===== src/rtl/calc_pkg.sv =====
// Shared definitions for the calculator front end: op codes (also the result-mux
// select encoding), sequencer state typedef and the divider timeout default.
package calc_pkg;

  localparam logic [1:0] OP_ADD = 2'b00;
  localparam logic [1:0] OP_MUL = 2'b01;
  localparam logic [1:0] OP_SUB = 2'b10;
  localparam logic [1:0] OP_DIV = 2'b11;

  localparam int unsigned DIV_TIMEOUT_DEF = 16;

  typedef enum logic [1:0] {
    ST_IDLE,
    ST_ISSUE,
    ST_WAIT_DIV,
    ST_HOLD
  } state_e;

endpackage


===== src/rtl/calc_div_timer.sv =====
// Load/increment/expire counter bounding the wait for the divider.
// expired_o is high while the count equals LIMIT-1.
module calc_div_timer #(
  parameter int unsigned LIMIT = 16
) (
  input  logic clk,
  input  logic rst_n,
  input  logic load_i,
  input  logic inc_i,
  output logic expired_o
);

  logic [7:0] cnt_q;

  always_ff @(posedge clk or negedge rst_n) begin
    if (!rst_n) begin
      cnt_q <= '0;
    end else if (load_i) begin
      cnt_q <= '0;
    end else if (inc_i) begin
      cnt_q <= cnt_q + 8'd1;
    end
  end

  assign expired_o = (cnt_q == 8'(LIMIT - 1));

endmodule


===== src/rtl/calc_op_sequencer.sv =====
// Calculator front-end sequencer: operand capture, divider start/done/timeout
// handshake and held result select. Optional build macro: DIV_ZERO_CHECK_EN.
module calc_op_sequencer
  import calc_pkg::*;
#(
  parameter int unsigned OP_W        = 4,
  parameter int unsigned DIV_TIMEOUT = DIV_TIMEOUT_DEF
) (
  input  logic            clk,
  input  logic            rst_n,
  input  logic            op_valid,
  output logic            op_ready,
  input  logic [OP_W-1:0] op_a,
  input  logic [OP_W-1:0] op_b,
  input  logic [1:0]      op_code,
  output logic [OP_W-1:0] opnd_a,
  output logic [OP_W-1:0] opnd_b,
  output logic            div_start,
  input  logic            div_done,
  output logic [1:0]      SS,
  output logic            en,
  output logic            res_valid,
  input  logic            res_ack,
  output logic            err
);

`ifdef DIV_ZERO_CHECK_EN
  localparam bit DIV_ZERO_CHECK = 1'b1;
`else
  localparam bit DIV_ZERO_CHECK = 1'b0;
`endif

  state_e          state_q;
  logic [OP_W-1:0] opnd_a_q, opnd_b_q;
  logic [1:0]      ss_q;
  logic            en_q, res_valid_q, err_q, div_start_q;
  logic            tmr_expired;

  calc_div_timer #(
    .LIMIT (DIV_TIMEOUT)
  ) u_timer (
    .clk       (clk),
    .rst_n     (rst_n),
    .load_i    (state_q == ST_ISSUE),
    .inc_i     (state_q == ST_WAIT_DIV),
    .expired_o (tmr_expired)
  );

  // div_start is decided on the handshake edge so the pulse lines up with ISSUE;
  // a div in ISSUE without a pending start can only be a rejected divide-by-zero.
  always_ff @(posedge clk or negedge rst_n) begin
    if (!rst_n) begin
      state_q     <= ST_IDLE;
      opnd_a_q    <= '0;
      opnd_b_q    <= '0;
      ss_q        <= OP_ADD;
      en_q        <= 1'b0;
      res_valid_q <= 1'b0;
      err_q       <= 1'b0;
      div_start_q <= 1'b0;
    end else begin
      div_start_q <= 1'b0;
      case (state_q)
        ST_IDLE: begin
          if (op_valid) begin
            opnd_a_q    <= op_a;
            opnd_b_q    <= op_b;
            ss_q        <= op_code;
            en_q        <= 1'b0;
            err_q       <= 1'b0;
            div_start_q <= (op_code == OP_DIV) && !(DIV_ZERO_CHECK && (op_b == '0));
            state_q     <= ST_ISSUE;
          end
        end
        ST_ISSUE: begin
          if (ss_q != OP_DIV) begin
            en_q        <= 1'b1;
            res_valid_q <= 1'b1;
            state_q     <= ST_HOLD;
          end else if (div_start_q) begin
            state_q <= ST_WAIT_DIV;
          end else begin
            err_q       <= 1'b1;
            en_q        <= 1'b0;
            res_valid_q <= 1'b1;
            state_q     <= ST_HOLD;
          end
        end
        ST_WAIT_DIV: begin
          if (div_done) begin
            err_q       <= 1'b0;
            en_q        <= 1'b1;
            res_valid_q <= 1'b1;
            state_q     <= ST_HOLD;
          end else if (tmr_expired) begin
            err_q       <= 1'b1;
            en_q        <= 1'b0;
            res_valid_q <= 1'b1;
            state_q     <= ST_HOLD;
          end
        end
        ST_HOLD: begin
          if (res_ack) begin
            en_q        <= 1'b0;
            res_valid_q <= 1'b0;
            state_q     <= ST_IDLE;
          end
        end
      endcase
    end
  end

  assign op_ready  = (state_q == ST_IDLE);
  assign opnd_a    = opnd_a_q;
  assign opnd_b    = opnd_b_q;
  assign div_start = div_start_q;
  assign SS        = ss_q;
  assign en        = en_q;
  assign res_valid = res_valid_q;
  assign err       = err_q;

endmodule


===== config.mk =====
export PLATFORM = sky130hd
export DESIGN_NAME = calc_op_sequencer
export DESIGN_NICKNAME = d
export VERILOG_FILES = /design/src/rtl/calc_pkg.sv /design/src/rtl/calc_div_timer.sv /design/src/rtl/calc_op_sequencer.sv
export SDC_FILE = /design/constraint.sdc
export NUM_CORES = 1
export LEC_CHECK = 0
export ABC_AREA = 1
export BUFFER_PORTS_ARGS = -buffer_cell sky130_fd_sc_hd__buf_2
export CAP_MARGIN = 20
export CORE_MARGIN = 5
export CORE_UTILIZATION = 56
export CTS_CLUSTER_SIZE = 25
export DETAILED_ROUTE_END_ITERATION = 7
export GPL_TIMING_DRIVEN = 0
export HOLD_SLACK_MARGIN = 0.1
export PLACE_DENSITY = 0.83
export SETUP_SLACK_MARGIN = 0.2
export SLEW_MARGIN = 20
export SYNTH_ARGS = -nofsm -noshare
export SYNTH_HDL_FRONTEND = slang
export SYNTH_SLANG_ARGS = --single-unit

===== constraint.sdc =====
create_clock -name clk -period 2.9 [get_ports clk]
set_input_delay 0.145 -clock clk [delete_from_list [all_inputs] [get_ports clk]]
set_output_delay 0.145 -clock clk [all_outputs]
set_load 0.005 [all_outputs]

After elaboration in Yosys (flattened, before gate mapping)
Cells that the tools add are included.
Storage, ports and cells
  register bits after elaboration: 24
  bits of input ports: 15
  output and inout port bits: 15
  word-level logic and storage cells: 57
Cells by class
  add/subtract/negate cells: 1
  equality and inequality tests: 12
  muxes and demuxes: 26
  reductions and logical operators: 9
Operator list (number)
  1-bit 2-to-1 mux: 16
  8-bit 2-to-1 mux: 2
  2-bit != test (second input constant): 5
  8-bit by 1-bit adder with 8-bit output (second input constant): 1
  8-bit by 4-bit == test with 1-bit output (second input constant): 1
  2-bit 2-to-1 mux: 4
  2-bit one-hot mux with 4 select lines: 1
  4-bit AND reduction: 2
  2-bit == test (second input constant): 3
  3-bit != test (second input constant): 2
  1-bit one-hot mux with 3 select lines: 2
  3-bit nonzero test: 2
  5-bit AND reduction: 1
  1-bit one-hot mux with 4 select lines: 1
  3-bit AND reduction: 1
  2-bit by 1-bit == test with 1-bit output (second input constant): 1
  2-bit logical NOT: 1
  2-bit AND reduction: 1
  2-bit nonzero test: 1

Depth between registers and ports, before layout
Gate-level depths: netlist of run 1.
  word-level depth: 4
  depth in mapped cells: 9
  mapped depth without buffers: 8

Modules after synthesis
A second synthesis of run 1 with hierarchy kept.
Second synthesis, totals
  cell total of the unflattened synthesis: 171
  area, all modules: 1316.3 um^2
By module, submodules not included
  calc_op_sequencer: times used 1, cells each 110, area each 859.6 um^2, seq. area each 400.4 um^2
  calc_div_timer: times used 1, cells each 61, area each 456.7 um^2, seq. area each 200.2 um^2

Least setup slack after synthesis of run 1
No wires, ideal clock.
  kind: reg2reg
  from: register state_q[0]
  to: register u_timer.cnt_q[6]
  setup time: 0.117 ns
  data arrival time: 1.330 ns
  required time: 2.783 ns
  slack: 1.453 ns
  stages on the path, launching flop included: 9
  buffers on the path: 1
  clock period less this slack: 1.447 ns
  cell sequence: dfrtp_1 > inv_1 > ha_1 > buf_4 > nand3_1 > nor3_2 > nand2_1 > nor2_1 > nor2_1
Between the ends
  cells in the longest elaborated chain, start to end: 2
  elaborated cells between the ends (all ways): 4
  those cells by class: eq/ne (2); mux (1); reduce/logical (1)
RTL lines
  start: declaration: line calc_op_sequencer.sv:33  | state_e state_q;
  start signal: assignment: line calc_op_sequencer.sv:53  | state_q <= ST_IDLE;
  start signal: assignment: line calc_op_sequencer.sv:72  | state_q <= ST_ISSUE;
  start signal: assignment: line calc_op_sequencer.sv:79  | state_q <= ST_HOLD;
  2-bit by 1-bit == test with 1-bit output / 2-bit == test (equally long branches): line calc_op_sequencer.sv:44, calc_op_sequencer.sv:45
  8-bit 2-to-1 mux / 2-bit nonzero test (equally long branches)
  end signal: assignment: line calc_div_timer.sv:21  | cnt_q <= cnt_q + 8'd1;
  end: declaration: line calc_div_timer.sv:13  | logic [7:0] cnt_q;
Several ways; a longest one is shown, not always the timed one.
A chain may end at the register's enable or synchronous reset.

Final worst setup path of run 1
  from: register state_q[0]
  to: register u_timer.cnt_q[5]
The elaborated chain is that of the path after synthesis.

==> summary.txt, run 1 <==
Timing
  • Final Max Tran Viols: 0
  • Least-Margin Pin Slew: 0.514 ns
  • Final Hold Viols: 0
  • RSZ-0062 raised after global routing: no
  • Final TNS setup: 0 ns
  • Fmax: 0.616 GHz
  • WHS: 0.191 ns
  • Worst slew margin: 0.657
  • Tmin final: 1.62 ns
  • Setup ws final: 1.28 ns
  • Part of the cycle the worst path needs: 0.560
  • Final setup viols: 0
  • Clk_skew: 0.00166 ns

Synthesis
  • Post-synthesis average cell area: 7.77 µm²
  • Post-synth top area share: 0.471
  • Post-synth EDFFs: 0
  • Post-synth top flop: dfrtp_1
  • Count leader, synth: nand2_1
  • Mapped Nets: 186
  • Post-Syn Instances: 164
  • Synth Cell Area: 0.00127 mm²
  • Top cells by area, synth: dfrtp_1 (47%), nand2_1 (19%), ha_1 (6.9%), inv_1 (6.5%), nand3_1 (3.9%)
  • Async SR Flop Fraction: 1.00
  • Flip-flop and latch count after synthesis: 24
  • Sequential area share after synthesis: 0.471
  • Post-synth cell types: 17
  • Yosys warnings: 0
  • Synth top cells by count: nand2_1 (65), dfrtp_1 (24), inv_1 (22), nand3_1 (10), nor2_1 (10)
  • Yosys top cell by area: dfrtp_1

Power and ir drop
  • Sw frac: 0.432
  • Combinational share of power: 0.486
  • Psw: 0.000630 W
  • Int Pwr: 0.000827 W
  • Part of the power in registers: 0.396
  • Peak VDD IR: 0.778 mV
  • Leakage: 0.926 nW
  • Power density over cell area: 910 mW/mm²
  • Clk pwr share: 0.118
  • Tot Pwr: 0.00146 W

Floorplanning
  • Io pins: 30
  • Die area: 0.00333 mm²
  • Initial core utilization: 0.582
  • Num rows: 17
  • Core ar.: 0.00219 mm²
  • Die width: 57.7 µm
  • Die Ht: 57.7 µm

Worst setup path
  • Crit-path cells: inv_1, ha_1, buf_4, nand2_1, nor3_2, nand2_1, a21oi_1
  • Cell family with most CP delay: flip-flops
  • CP most frequent cell: nand2_1
  • Buffers and inverters on the worst path: 2
  • Delay of the slowest cell on the worst path: 0.47 ns
  • CP required: 3.13 ns
  • Startpoint types: flop
  • CP Capture Type: flop
  • Slowest CP cell: dfrtp_1
  • Crit Path Category: reg2reg
  • WP data arrival: 1.85 ns
  • CP max FO: 9

Drt
  • Antenna viol nets, final: 0
  • Post-route DRC violation count: 0
  • DRT iter0 DRCs: 46
  • Drt total wl: 2690 µm
  • Routed WL per cell: 11.4 µm
  • Drt pass-1 iters: 4
  • Vias per std cell: 4.94
  • DR vias: 1166

Clocking
  • Num CTS Buffers: 3
  • CTS sink cnt: 24
  • Post-CTS sizing: 0
  • Root buffer cell: clkbuf_4
  • CTS tree: yes
  • H-tree level count: 1
  • Worst-skew pair later-pin latency: 0.30 ns
  • CTS clk-pin slew, worst paths: 0.13 ns
  • CTS max path bufs: 2

Hold path
  • Worst min path class: in2reg

Run
  • Max Cap Viol: 0

Layout
  • Area of the multi-input gates: 577 µm²
  • Cell Count, Final, Fillers Out: 236
  • Layout cell share with drive strength beyond 1: 0.188
  • Fillers: 166
  • Register area: 601 µm²
  • P&R area growth vs syn: 25.6%
  • # diodes: 0
  • Final nets: 231

Place
  • RePlAce Congestion: 0.855
  • Dpl hpwl: 1950 µm
  • Pre-CTS setup slack: 1.30 ns
  • Buffers on Ports: 29
  • DP Cell Count: 221

Global routing
  • Initial antenna violation count: 0
  • Grt total ovfl: 0
  • Largest net degree at the start of global routing: 25
  • All-Layer GR Usage: 0.187
  • First-pass GRT wire length: 4970 µm
  • Number of global-route vias before repair: 1164

Status
  • Status: complete, no violations
cell families (layout without fill, tap and decap cells):
kind of cell,Yosys count,count (layout),share of synthesized area
flops,24,24,0.471
compound gates,9,9,0.0471
simple gates,99,99,0.337
fa+ha+maj,7,7,0.0687
buf+inv,25,69,0.0765
flip-flops by register name, summed over array words and instances (netlist names):
signal / count
SS: 2
div_start: 1
en: 1
err: 1
opnd_a: 4
opnd_b: 4
res_valid: 1
state_q: 2
u_timer.cnt_q: 8
tightest hold or removal path, cell delays in order:
cell	delay [ns]
buf_2	0.09
nand2_1	0.08
nand2_1	0.07
o21ai_0	0.07
cell usage in the layout (no fill, tap or decap):
cell and n:
nor3_1 4, dfrtp_1 24, ha_1 7, o21ai_0 1
clkinv_1 1, o21bai_4 1, dlygate4sd3_1 11, inv_1 22
nand2_1 65, nand3_2 2, a21oi_1 6, clkbuf_8 1
nand3_1 10, a31oi_1 1, clkbuf_4 3, nor2_1 10
nor3_2 2, buf_4 1, nand4_1 6, buf_2 29
clkbuf_1 1
power by group through the flow:
stage	Clock (W)	Combinational [W]	Sequential, W
2_1_floorplan	0	0.000476	0.000571
3_3_place_gp	0	0.000663	0.000572
3_5_place_dp	0	0.000692	0.000579
6_report	0.000172	0.000708	0.000578
4_1_cts	0.000178	0.000706	0.000574
5_1_grt	0.000194	0.000815	0.000602
repair_timing:
item	CTS	global route
hold buffers	11	0
buffers inserted	0	0
hold endpoints to repair	34	0
stage by stage:
step,util,cell area [µm²]
2_1_floorplan,-,1270
3_5_place_dp,0.664,1460
5_1_grt,0.731,1600
3_3_place_gp,0.664,1460
4_1_cts,0.731,1600
6_report,0.731,1600
final cells by class:
type	instances	area share
buffer	2	0.00703
clock buffer	4	0.0227
inverter	23	0.0539
multi-input combinational	115	0.360
sequential	24	0.375
tap	28	0.0219
timing repair buffer	40	0.159
final timing paths:
check | start | to | slack (ns) | cells past startpoint
worst max-delay path | state_q[0]$_DFFE_PN0P_ | u_timer.cnt_q[5]$_DFFE_PN0P_ | 1.28 | 7
worst min-delay path | op_valid | SS[1]$_DFFE_PN0P_ | 0.19 | 4
worst max register to register | state_q[0]$_DFFE_PN0P_ | u_timer.cnt_q[5]$_DFFE_PN0P_ | 1.28 | 7
worst min register to register | res_valid$_DFFE_PN0P_ | res_valid$_DFFE_PN0P_ | 0.48 | 2
max in group asynchronous | rst_n | SS[1]$_DFFE_PN0P_ | 2.23 | 2
min in group asynchronous | rst_n | u_timer.cnt_q[6]$_DFFE_PN0P_ | 0.33 | 2
routing by layer:
layer,share of wire,global-route usage
met1,0.45,0.220
met2,0.51,0.348
met3,0.028,0.0334
met4,0.013,0.0464
met5,0,0
Power figures use the tool's default switching activity.
==> run 2: changes to the inputs <==
- CORE_UTILIZATION: 56 -> 47
- PLACE_DENSITY: 0.83 -> 0.74
- clock period: 2.9 -> 1.45 ns (I/O delays scaled with it)
==> run 2 against run 1 <==
Against the previous run: the run now ends with negative setup slack left; clock-buffer cell count unchanged; sequential power increased by 100%; die area increased by 16%; largest power group unchanged; flip-flop and latch count unchanged.
==> summary.txt, run 2 (synthesis results as in run 1) <==
Status
  • Status: finished, violations left
  • Failing checks: negative setup slack

Floorplanning
  • Die area: 0.00385 mm²
  • Core ar.: 0.00254 mm²
  • Io pins: 30
  • Die Ht: 62.1 µm
  • Die width: 62.1 µm
  • Initial core utilization: 0.501
  • Num rows: 18

Clocking
  • CTS sink cnt: 24
  • Num CTS Buffers: 3
  • CTS clk-pin slew, worst paths: 0.14 ns
  • CTS max path bufs: 2
  • CTS tree: yes
  • H-tree level count: 1
  • Root buffer cell: clkbuf_4
  • Worst-skew pair later-pin latency: 0.31 ns

Place
  • Dpl hpwl: 2040 µm
  • Buffers on Ports: 29
  • Placement-stage cell area: 0.00148 mm²
  • RePlAce Congestion: 0.772
  • Pre-CTS setup slack: -0.160 ns

Drt
  • DRT iter0 DRCs: 75
  • Antenna viol nets, final: 0
  • Vias per std cell: 5.14
  • Post-route DRC violation count: 0
  • Drt pass-1 iters: 4
  • Routed WL per cell: 13.9 µm
  • DR vias: 1291
  • Drt total wl: 3500 µm

Global routing
  • Gr busiest metal: met2
  • All-Layer GR Usage: 0.198
  • Number of global-route vias before repair: 1265
  • First-pass GRT wire length: 5660 µm
  • Met2 global-route usage: 0.328
  • Grt total ovfl: 0
  • Initial antenna violation count: 0
  • Largest net degree at the start of global routing: 25
  • Met3 usage: 0.0248
  • Met1 usage: 0.260

Timing
  • Final Hold Viols: 0
  • Clk_skew: 0.00882 ns
  • RSZ-0062 raised after global routing: yes
  • Worst slew margin: 0.643
  • Least-Margin Pin Slew: 0.535 ns
  • Part of the cycle the worst path needs: 1.03
  • Tmin final: 1.49 ns
  • Final Max Tran Viols: 0
  • Setup ws final: -0.0393 ns
  • Final setup viols: 1
  • Fmax: 0.671 GHz

Layout
  • Most frequent cells in the layout: nand2_1 (54), buf_2 (29), dfrtp_1 (22), inv_1 (15), dlygate4sd3_1 (12)
  • Commonest non-fill, non-tap cell in the layout: nand2_1
  • Final nets: 244
  • Register area: 603 µm²
  • P&R area growth vs syn: 50.9%
  • Post-route core utilization: 0.756
  • Max reg flops: 8
  • Largest Register: u_timer.cnt_q
  • Layout cell share with drive strength beyond 1: 0.416
  • # diodes: 0
  • Area of the multi-input gates: 769 µm²
  • Fillers: 173
  • Layout Cell Area excl Fill: 0.00192 mm²

Worst setup path
  • Startpoint types: flop
  • CP required: 1.66 ns
  • CP Capture Type: flop
  • Worst r2r dst: u_timer.cnt_q[5]$_DFFE_PN0P_
  • WP data arrival: 1.70 ns
  • RR Startpoint: state_q[1]$_DFFE_PN0P_
  • CP max FO: 3
  • Crit Path Category: reg2reg
  • Worst Setup SP: state_q[1]$_DFFE_PN0P_
  • Worst reg2reg path depth: 9
  • Flop-to-flop setup slack: -0.04 ns

Power and ir drop
  • Int Pwr: 0.00221 W
  • Tot Pwr: 0.00397 W
  • Peak VDD IR: 1.48 mV
  • Combinational share of power: 0.614
  • Clk pwr share: 0.090
  • Sw frac: 0.444
  • Part of the power in registers: 0.296
  • Power density over cell area: 2060 mW/mm²
  • Leakage: 1.07 nW
  • Psw: 0.00176 W

Hold path
  • Worst min path class: in2reg
  • Worst hold stages: 5
  • WHS Endpoint: en$_DFFE_PN0P_
  • Start point of the worst hold path: div_done

Run
  • Max Cap Viol: 0
run 2: cell types whose count changed in the layout (fill, tap and decap cells not counted), moves of 5 or more:
cell / previous run / this run
buf_4: 1 / 8
inv_1: 22 / 15
a21oi_2: 0 / 5
nand2_4: 0 / 5
nand2_1: 65 / 54
buf_6: 0 / 5
nand2_2: 0 / 6
a21oi_1: 6 / 1
run 2: power groups by stage:
| stage | clock network (W) | registers, W | logic (W) |
|---|---|---|---|
| finish | 0.000356 | 0.00118 | 0.00244 |
| global placement | 0 | 0.00115 | 0.00144 |
| floorplan | 0 | 0.00115 | 0.00104 |
| global route | 0.000385 | 0.00121 | 0.00268 |
| detailed placement | 0 | 0.00117 | 0.00149 |
| CTS | 0.000361 | 0.00115 | 0.00198 |
run 2: critical path, stage by stage (launching register included):
cell and delay [ns]:
dfrtp_2 0.44, inv_4 0.05, ha_4 0.26, buf_6 0.11, buf_6 0.10, nand2_4 0.05, nor3_4 0.17, nand3_1 0.10
nand2_1 0.09, a21oi_2 0.03
run 2: per-stage QoR:
| step | TNS (ns) | hold WS, ns | cells |
|---|---|---|---|
| 5_1_grt | -0.199 | 0.150 | 251 |
| 6_report | -0.0393 | 0.146 | 251 |
| 3_3_place_gp | -0.145 | 0.0840 | 223 |
| 2_1_floorplan | 0 | -0.223 | 164 |
| 3_5_place_dp | -0.347 | 0.0887 | 223 |
| 4_1_cts | -0.0155 | 0.120 | 248 |
run 2: how the worst max path moves through the flow:
stage | end | slack (ns)
6_report | u_timer.cnt_q[5]$_DFFE_PN0P_ | -0.04
3_3_place_gp | u_timer.cnt_q[5]$_DFFE_PN0P_ | -0.08
4_1_cts | u_timer.cnt_q[6]$_DFFE_PN0P_ | -0.02
3_5_place_dp | u_timer.cnt_q[6]$_DFFE_PN0P_ | -0.16
5_1_grt | u_timer.cnt_q[5]$_DFFE_PN0P_ | -0.12
2_1_floorplan | u_timer.cnt_q[5]$_DFFE_PN0P_ | 0.05
run 2: timing repair:
| action | CTS | global route |
|---|---|---|
| hold endpoints to repair | 35 | 0 |
| gates cloned | 1 | 0 |
| hold buffers | 12 | 0 |
| buffers inserted | 8 | 3 |
| pin swaps | 10 | 13 |
| resized for setup | 23 | 34 |
| setup endpoints to repair | 25 | 23 |
run 2: metal layers:
layer | vias up | share of wire | routed length, µm
met3 | 12 | 0.033 | 117
met1 | 606 | 0.43 | 1500
li1 | 637 | - | -
met2 | 36 | 0.51 | 1790
met5 | - | 0 | 0
met4 | 0 | 0.026 | 91
run 2: cell type report:
| type | count | area share |
|---|---|---|
| Clock buffer | 4 | 0.0189 |
| Buffer | 2 | 0.0117 |
| Sequential cell | 24 | 0.313 |
| Timing Repair Buffer | 52 | 0.187 |
| Multi-Input combinational cell | 116 | 0.400 |
| Inverter | 23 | 0.0501 |
| Tap cell | 30 | 0.0195 |
==> run 3: changes to the inputs <==
- CELL_PAD_IN_SITES_DETAIL_PLACEMENT: unset -> 1
- CELL_PAD_IN_SITES_GLOBAL_PLACEMENT: unset -> 1
- CORE_UTILIZATION: 47 -> 34
- PLACE_DENSITY: 0.74 -> unset
- PLACE_DENSITY_LB_ADDON: unset -> 0.1
- SYNTH_HIERARCHICAL: unset -> 1
==> run 3 against run 2 <==
Against the previous run: clock-buffer cell count stayed put; the run still ends with negative setup slack left; largest cell class unchanged; non-clock buffer count is 2 lower; setup slack better by 0.0015 ns; largest power group unchanged; first-iteration DRC count is 67% lower; worst hold slack better by 0.039 ns; critical path depth is 1 lower; sequential power is 8% lower; power is 18% lower; fmax hardly changed; clock skew is 0.0057 ns lower; design area is 4.1% lower.
==> summary.txt, run 3 <==
Layout
  • Layout cell share with drive strength beyond 1: 0.335
  • P&R area growth vs syn: 40.2%
  • # diodes: 0
  • Fillers: 466
  • Commonest non-fill, non-tap cell in the layout: nand2_1
  • Max reg flops: 8
  • Final nets: 251
  • Post-route core utilization: 0.497
  • Most frequent cells in the layout: nand2_1 (63), buf_2 (29), dfrtp_1 (22), nor2_1 (17), inv_1 (13)
  • Layout Cell Area excl Fill: 0.00185 mm²
  • Largest Register: u_timer/cnt_q

Drt
  • Antenna viol nets, final: 0
  • Drt pass-1 iters: 2
  • DR vias: 1277
  • Vias per std cell: 4.64
  • Post-route DRC violation count: 0
  • DRT iter0 DRCs: 25
  • Drt total wl: 3630 µm
  • Routed WL per cell: 13.2 µm

Synthesis
  • Async SR Flop Fraction: 1.00
  • Yosys top cell by area: dfrtp_1
  • Post-Syn Instances: 171
  • Sequential area share after synthesis: 0.456
  • Post-synth top flop: dfrtp_1
  • Yosys warnings: 6
  • Flip-flop and latch count after synthesis: 24
  • Count leader, synth: nand2_1
  • Mapped Nets: 194
  • Post-synthesis average cell area: 7.70 µm²
  • Post-synth cell types: 22
  • Synth top cells by count: nand2_1 (65), dfrtp_1 (24), nor2_1 (17), inv_1 (14), nand3_1 (11)
  • Post-synth EDFFs: 0
  • Top cells by area, synth: dfrtp_1 (46%), nand2_1 (19%), ha_1 (7.6%), nor2_1 (4.8%), nand3_1 (4.2%)
  • Post-synth top area share: 0.456
  • Synth Cell Area: 0.00132 mm²

Worst setup path
  • CP most frequent cell: nand2_1
  • Slowest CP cell: dfrtp_1
  • Delay of the slowest cell on the worst path: 0.39 ns
  • Crit-path cells: or2_4, nor4_4, nor2_2, nand2_2, nand2_1, nor2_1, nand2_1, nand2_1
  • Startpoint types: flop
  • CP Capture Type: flop
  • Crit Path Category: reg2reg
  • CP max FO: 3
  • WP data arrival: 1.70 ns
  • CP required: 1.66 ns

Floorplanning
  • Die area: 0.00522 mm²
  • Die Ht: 72.2 µm
  • Initial core utilization: 0.354
  • Io pins: 30
  • Core ar.: 0.00372 mm²
  • Die width: 72.2 µm
  • Num rows: 22

Power and ir drop
  • Leakage: 0.984 nW
  • Peak VDD IR: 0.719 mV
  • Power density over cell area: 1760 mW/mm²

Timing
  • Fmax: 0.672 GHz
  • Worst slew margin: 0.634
  • Final setup viols: 3
  • Tmin final: 1.49 ns
  • RSZ-0062 raised after global routing: yes
  • Least-Margin Pin Slew: 0.549 ns
  • Setup ws final: -0.0378 ns
  • Part of the cycle the worst path needs: 1.03
  • Final Hold Viols: 0
  • Clk_skew: 0.00316 ns
  • Final Max Tran Viols: 0

Clocking
  • CTS max path bufs: 2
  • Worst-skew pair later-pin latency: 0.27 ns
  • CTS sink cnt: 24
  • CTS clk-pin slew, worst paths: 0.09 ns
  • Root buffer cell: clkbuf_8
  • CTS tree: yes
  • Num CTS Buffers: 3
  • H-tree level count: 1

Place
  • RePlAce Congestion: 0.771
  • Placement-stage cell area: 0.00154 mm²
  • Dpl hpwl: 2550 µm
  • Buffers on Ports: 29

Global routing
  • All-Layer GR Usage: 0.148
  • Initial antenna violation count: 0
  • Largest net degree at the start of global routing: 25
  • Number of global-route vias before repair: 1379
  • Grt total ovfl: 0
  • First-pass GRT wire length: 6140 µm

Run
  • Max Cap Viol: 0

Status
  • Status: finished, violations left
  • Failing checks: negative setup slack

Hold path
  • Worst min path class: in2reg
-- run 3: changes by cell type after synthesis, moves of 2 or more --
| cell | before | now |
|---|---|---|
| o21ai_1 | 0 | 2 |
| nand4_1 | 6 | 1 |
| nor2_2 | 0 | 7 |
| nor2_1 | 10 | 17 |
| nor3_1 | 4 | 0 |
| nand2_2 | 0 | 3 |
| inv_2 | 0 | 3 |
| nor3_2 | 2 | 0 |
| inv_1 | 22 | 14 |
-- run 3: layer usage --
metal,wire (µm),up-vias,track usage
li1,-,641,-
met1,1590,607,0.179
met2,1860,25,0.266
met3,157,4,0.0332
met4,27,0,0.0313
met5,0,-,0
-- run 3: worst paths after layout --
path,start,to,slack [ns],cells after the start
setup / recovery,u_timer/cnt_q[5]$_DFFE_PN0P_,state_q[1]$_DFFE_PN0P_,-0.04,8
hold / removal,op_valid,SS[1]$_DFFE_PN0P_,0.18,4
setup reg to reg,u_timer/cnt_q[5]$_DFFE_PN0P_,state_q[1]$_DFFE_PN0P_,-0.04,8
hold reg to reg,res_valid$_DFFE_PN0P_,res_valid$_DFFE_PN0P_,0.48,2
max in group asynchronous,rst_n,state_q[0]$_DFFE_PN0P_,0.74,2
min in group asynchronous,rst_n,u_timer/cnt_q[5]$_DFFE_PN0P_,0.32,2
-- run 3: cell families after synthesis --
group | after synthesis | share of synthesized area
AO/OA/AOI/OAI | 10 | 0.0409
flip-flops | 24 | 0.456
adder cells (fa/ha/maj) | 8 | 0.0760
AND/OR/NAND/NOR | 110 | 0.368
buffers and inverters | 19 | 0.0589
-- run 3: area by class of cell --
class | count | area, µm² | share of cell area
multi-input cells | 128 | 704 | 0.382
flip-flops and latches | 24 | 603 | 0.327
repair buffers | 51 | 338 | 0.183
inverters | 18 | 70.1 | 0.0380
well taps | 48 | 60.1 | 0.0325
clock buffers | 4 | 55.1 | 0.0298
plain buffers | 1 | 7.51 | 0.00407
repair inverters | 1 | 7.51 | 0.00407
-- run 3: through the flow --
step / instances / setup WS [ns] / power (W) / hold WS (ns) / setup TNS, ns
floorplan: 171 / 0.0768 / 0.00205 / -0.223 / 0
global placement: 248 / -0.0764 / 0.00246 / 0.0964 / -0.226
detailed placement: 248 / -0.128 / 0.00255 / 0.0981 / -0.456
CTS: 267 / -0.0858 / 0.00311 / 0.177 / -0.259
global route: 275 / -0.123 / 0.00356 / 0.202 / -0.727
finish: 275 / -0.0378 / 0.00325 / 0.185 / -0.0945
-- run 3: worst max-delay path: cells and delay by family (launching register included) --
family | cells | cell delay (ns)
DFF | 1 | 0.39
and+or+nand+nor | 8 | 1.03
-- run 3: repair_timing --
item,4_1_cts,5_1_grt
hold buffers,11,0
gates cloned,0,1
setup endpoints to repair,25,25
gates resized for setup,5,9
endpoints found under the hold margin,35,0
pin swaps,6,8
setup buffers,4,7
-- run 3: report_power, final --
part	internal, W	switching, W
combinational	0.000720	0.000971
clock	0.000243	0.000229
sequential	0.000905	0.000178
total	0.00187	0.00138
